## src/rtl/adc_agc_ctrl.sv

```systemverilog
// adc_agc_ctrl: automatic gain control for one ADC channel; windows the min/max
// statistics block, evaluates signal span and steps the front-end gain index.
module adc_agc_ctrl #(
    parameter int         CLEAR_CYCLES = 2,
    parameter logic [2:0] INIT_IDX     = 3'd0
) (
    input  logic        clk,
    input  logic        reset,
    input  logic        enable,
    input  logic [31:0] window_len,
    input  logic [7:0]  hi_thresh,
    input  logic [7:0]  lo_thresh,
    input  logic [15:0] settle_cycles,
    input  logic        manual_we,
    input  logic [2:0]  manual_idx,
    input  logic [7:0]  stat_min,
    input  logic [7:0]  stat_max,
    input  logic [31:0] stat_count,
    output logic [1:0]  stat_cfg,
    output logic [31:0] stat_limit,
    output logic [1:0]  att,
    output logic        amp_en,
    output logic [2:0]  gain_idx,
    output logic        step_up,
    output logic        step_dn,
    output logic        busy
);
    typedef enum logic [2:0] {IDLE, CLEAR, ACCUM, EVAL, SETTLE} state_t;

    state_t             state, state_n;
    logic [31:0]        cnt, cnt_n, wl;
    logic [2:0]         idx_n;
    logic               up_n, dn_n;
    logic signed [8:0]  diff;
    logic [7:0]         span;

    assign wl = (window_len == 32'd0) ? 32'd1 : window_len;
    // 9-bit difference of two 8-bit signed values never exceeds 255, so only the negative side needs clamping
    assign diff = $signed({stat_max[7], stat_max}) - $signed({stat_min[7], stat_min});
    assign span = diff[8] ? 8'd0 : diff[7:0];
    assign att = ~gain_idx[1:0];
    assign amp_en = gain_idx[2];
    assign busy = state != IDLE;
    assign stat_cfg = (state == ACCUM || state == EVAL) ? 2'b10 : 2'b01;

    always_ff @(posedge clk) begin
        if (reset) begin
            state <= IDLE;
            cnt <= 32'd0;
            gain_idx <= INIT_IDX;
            step_up <= 1'b0;
            step_dn <= 1'b0;
            stat_limit <= 32'd0;
        end else begin
            state <= state_n;
            cnt <= cnt_n;
            gain_idx <= idx_n;
            step_up <= up_n;
            step_dn <= dn_n;
            stat_limit <= wl;
        end
    end

    always_comb begin
        state_n = state;
        cnt_n = 32'd0;
        idx_n = gain_idx;
        up_n = 1'b0;
        dn_n = 1'b0;
        // losing enable aborts any activity without touching the gain
        if (state != IDLE && !enable)
            state_n = IDLE;
        else
            case (state)
                IDLE: begin
                    if (enable) state_n = CLEAR;
                    else if (manual_we) idx_n = manual_idx;
                end
                CLEAR: begin
                    if (cnt == 32'(CLEAR_CYCLES - 1)) state_n = ACCUM;
                    else cnt_n = cnt + 32'd1;
                end
                ACCUM: state_n = (stat_count >= wl) ? EVAL : ACCUM;
                EVAL: begin
                    if (span > hi_thresh && gain_idx != 3'd0) begin
                        idx_n = gain_idx - 3'd1;
                        dn_n = 1'b1;
                        state_n = SETTLE;
                    end else if (span < lo_thresh && gain_idx != 3'd7) begin
                        idx_n = gain_idx + 3'd1;
                        up_n = 1'b1;
                        state_n = SETTLE;
                    end else
                        state_n = CLEAR;
                end
                SETTLE: begin
                    if (cnt == {16'd0, settle_cycles}) state_n = CLEAR;
                    else cnt_n = cnt + 32'd1;
                end
                default: state_n = IDLE;
            endcase
    end
endmodule

```

## config.mk

```make
export PLATFORM = sky130hd
export DESIGN_NAME = adc_agc_ctrl
export DESIGN_NICKNAME = d
export VERILOG_FILES = /design/src/rtl/adc_agc_ctrl.sv
export SDC_FILE = /design/constraint.sdc
export NUM_CORES = 1
export LEC_CHECK = 0
export ABC_AREA = 1
export BUFFER_PORTS_ARGS = -buffer_cell sky130_fd_sc_hd__buf_2
export CAP_MARGIN = 0
export CORE_ASPECT_RATIO = 0.7
export CORE_MARGIN = 10
export CORE_UTILIZATION = 51
export DETAILED_ROUTE_END_ITERATION = 8
export GPL_TIMING_DRIVEN = 1
export PLACE_DENSITY_LB_ADDON = 0.2
export SLEW_MARGIN = 20
export SYNTH_ARGS = -nofsm -noshare
export SYNTH_HDL_FRONTEND = slang
export SYNTH_SLANG_ARGS = --single-unit
```

## constraint.sdc

```tcl
create_clock -name clk -period 5.58 [get_ports clk]
set_clock_uncertainty 0.05 [all_clocks]
set_input_delay 1.116 -clock clk [delete_from_list [all_inputs] [get_ports clk]]
set_output_delay 1.116 -clock clk [all_outputs]
set_load 0.02 [all_outputs]
```

==> results.py <==
metrics = {
    "outcome": {
        "outcome": "completed",
    },
    "detailed_routing": {
        "detail-route-antenna-nets": 0,
        "drtIter0Drc": 178,
        "drtPass1Iterations": 4,
        "totalWireLength_um": 13000,
        "dr_total_vias": 4675,
        "drc": 0,
        "drt-wirelength-per-cell_um": 13.7,
        "vias_per_cell": 4.95,
    },
    "pwr": {
        "p_total_mw": 1.55,
        "p_leak_nw": 3.09,
        "ir_worst_vdd_mv": 0.219,
        "power.density_mw_per_mm2": 261,
    },
    "placement": {
        "dpl.cell_count": 930,
        "pre_cts_slack_ps": 658,
        "portBuffers": 161,
        "dpl.hpwl_um": 10900,
        "globalplace.congestion": 0.856,
    },
    "run": {
        "maxCapViolCount": 0,
    },
    "timing": {
        "slew_headroom": 0.541,
        "finalMaxSlewViolations": 0,
        "rsz0062_at_grt": "no",
        "fin_crit_sh": 0.828,
        "tns_ps": 0,
        "finalHoldViolations": 0,
        "fin_crit_ps": 4620,
        "setup_viol": 0,
        "fmax_mhz": 217,
        "worst_pin_slew_ps": 688,
        "layout_setup_ws_ps": 961,
    },
    "floorplanning": {
        "core_region_area_mm2": 0.00903,
        "start_util": 0.523,
        "fp.dieW_um": 135,
        "fp.dieArea_mm2": 0.0136,
        "num_rows": 29,
        "ios": 162,
        "die_y_um": 101,
    },
    "yosys": {
        "syn_avg_cell_area_um2": 7.21,
        "synth_compound_area_frac": 0.0654,
        "synthCells": 655,
        "synthMuxAreaShare": 0,
        "synth_area_leaders": "dfxtp_1 (31%), ha_1 (15%), inv_1 (9.2%), nor2_1 (9.0%), nand2_1 (8.0%)",
        "synth-seq-cells": 72,
        "yosys_warnings": 0,
        "synth_top_family_by_area": "simple AND/OR/NAND/NOR gates",
        "synth_xor_area_frac": 0.0779,
        "synth.cell_area_mm2": 0.00472,
        "yosysTopAreaCellShare": 0.305,
        "synth_top_cell_by_area": "dfxtp_1",
        "ys_types": 39,
        "synth_nets": 831,
        "yosysSeqAreaShare": 0.305,
        "synthAdderAreaFrac": 0.154,
        "synth-simple-area-share": 0.296,
    },
    "global_route": {
        "grt_first_pass_wirelength_um": 21900,
        "grt-ovfl-total": 0,
        "grt_pass1_vias": 4886,
        "grt_max_degree": 37,
        "track_usage": 0.196,
        "antenna_found_initial": 1,
    },
    "finish": {
        "final_common_cell": "buf_2",
        "drive_gt1_frac": 0.239,
        "fin_cells": 945,
        "final_util": 0.660,
        "nFillCells": 809,
        "area_growth_pct": 26.3,
        "diodes": 0,
        "multiInputGateArea_mm2": 0.00280,
        "nets": 993,
        "seqCellArea_mm2": 0.00144,
        "most-common-layout-cells": "buf_2 (161), inv_1 (116), nor2_1 (113)",
    },
    "critical_path": {
        "path_max_fanout": 6,
        "criticalPathCategory": "in -> reg",
        "r2r-start": "cnt[0]$_SDFF_PP0_",
        "required_ps": 5760,
        "cp.arrival_ps": 4800,
        "setup.worst_path.start": "stat_min[2]",
        "critPathLaunchType": "primary input",
        "end_kind": "flop",
    },
    "clock_tree": {
        "cts_made_buffers": 9,
        "cts_resized": 0,
        "cts_tree": "built",
        "insertion_delay_ps": 340,
        "cts_max_path_buffers": 2,
        "cts.clk_slew.worst_paths_ps": 50,
        "ctsHtreeMaxLevel": 3,
        "cts_sinks": 72,
        "cts_setup_buffers": 0,
        "root_buffer": "clkbuf_16",
        "cts-hold-fix-buffers": 0,
    },
    "hold_path": {
        "worstHoldStart": "gain_idx[0]$_SDFFE_PP0P_",
        "min_path_type": "reg -> reg",
    },
}
[cells in the mapped netlist, drive strengths merged]
cell type and n:
nand2 103, o21bai 4, o21ai 11, xor2 18
buf 3, fa 2, nor4 15, and3 1
ha 55, clkbuf 7, o22ai 1, o211ai 2
nand3 21, nor2 118, xnor2 24, inv 117
a31o 1, a41oi 1, nand3b 1, a211oi 4
or2 3, nor3 17, nor3b 3, dfxtp 72
a21oi 26, nand4 21, a31oi 4
[through the flow]
step | hold slack [ps] | instance area, um^2
2_1_floorplan | 406 | 4720
3_3_place_gp | 438 | 5640
3_5_place_dp | 464 | 5640
4_1_cts | 471 | 5960
5_1_grt | 506 | 5970
6_report | 470 | 5970
[cell families after synthesis]
group	after synthesis
buf+inv	127
compound gates	54
flops	72
xor+xnor	42
fa+ha+maj	57
simple gates	303
[routing by layer]
metal	vias up	GRT usage	part of all wire
met4	0	0.0710	0.019
met5	-	0	0
met3	23	0.0777	0.085
met1	2081	0.230	0.44
met2	145	0.318	0.46
li1	2426	-	-
[sequential cells by signal, summed over array words and instances (netlist names)]
register	count
cnt	32
gain_idx	3
stat_limit	32
state	3
step_dn	1
step_up	1
[where the power goes]
part / switching [mW] / total [mW] / internal, mW / leakage (nW)
registers: 0.0140 / 0.551 / 0.537 / 0.590
logic: 0.239 / 0.387 / 0.148 / 2.35
clock network: 0.216 / 0.616 / 0.401 / 0.155
[path summary, 6_finish.rpt]
kind,end,slack (ps),cells after the start
worst max-delay path,gain_idx[2]$_SDFFE_PP0P_,960,27
worst min register to register,gain_idx[0]$_SDFFE_PP0P_,470,2
worst min-delay path,gain_idx[0]$_SDFFE_PP0P_,470,2
worst max register to register,cnt[28]$_SDFF_PP0_,3140,12
[worst max-delay path: stages]
cell and delay, ps:
buf_2 80, inv_1 30, ha_1 330, nand2_1 70
nor2_1 40, a211oi_1 330, nor2_1 70, nor2_1 110
o21bai_1 80, nand2_1 90, nand2_1 60, a21oi_1 150
xor2_1 160, nand2_1 60, inv_1 80, ha_1 250
nand4_1 130, nor2_1 60, a41oi_1 260, nand2_1 200
fa_1 440, xnor2_1 230, nand3_1 110, nand2_1 80
nor2_1 40, nor2_1 100, nor2_1 50
[final cells by class]
| class | instances | area share |
|---|---|---|
| Clock buffer | 10 | 0.0401 |
| Clock inverter | 5 | 0.0136 |
| Inverter | 117 | 0.0736 |
| Multi-Input combinational cell | 456 | 0.470 |
| Sequential cell | 72 | 0.242 |
| Tap cell | 124 | 0.0260 |
| Timing Repair Buffer | 161 | 0.135 |
Power figures use the tool's default switching activity.
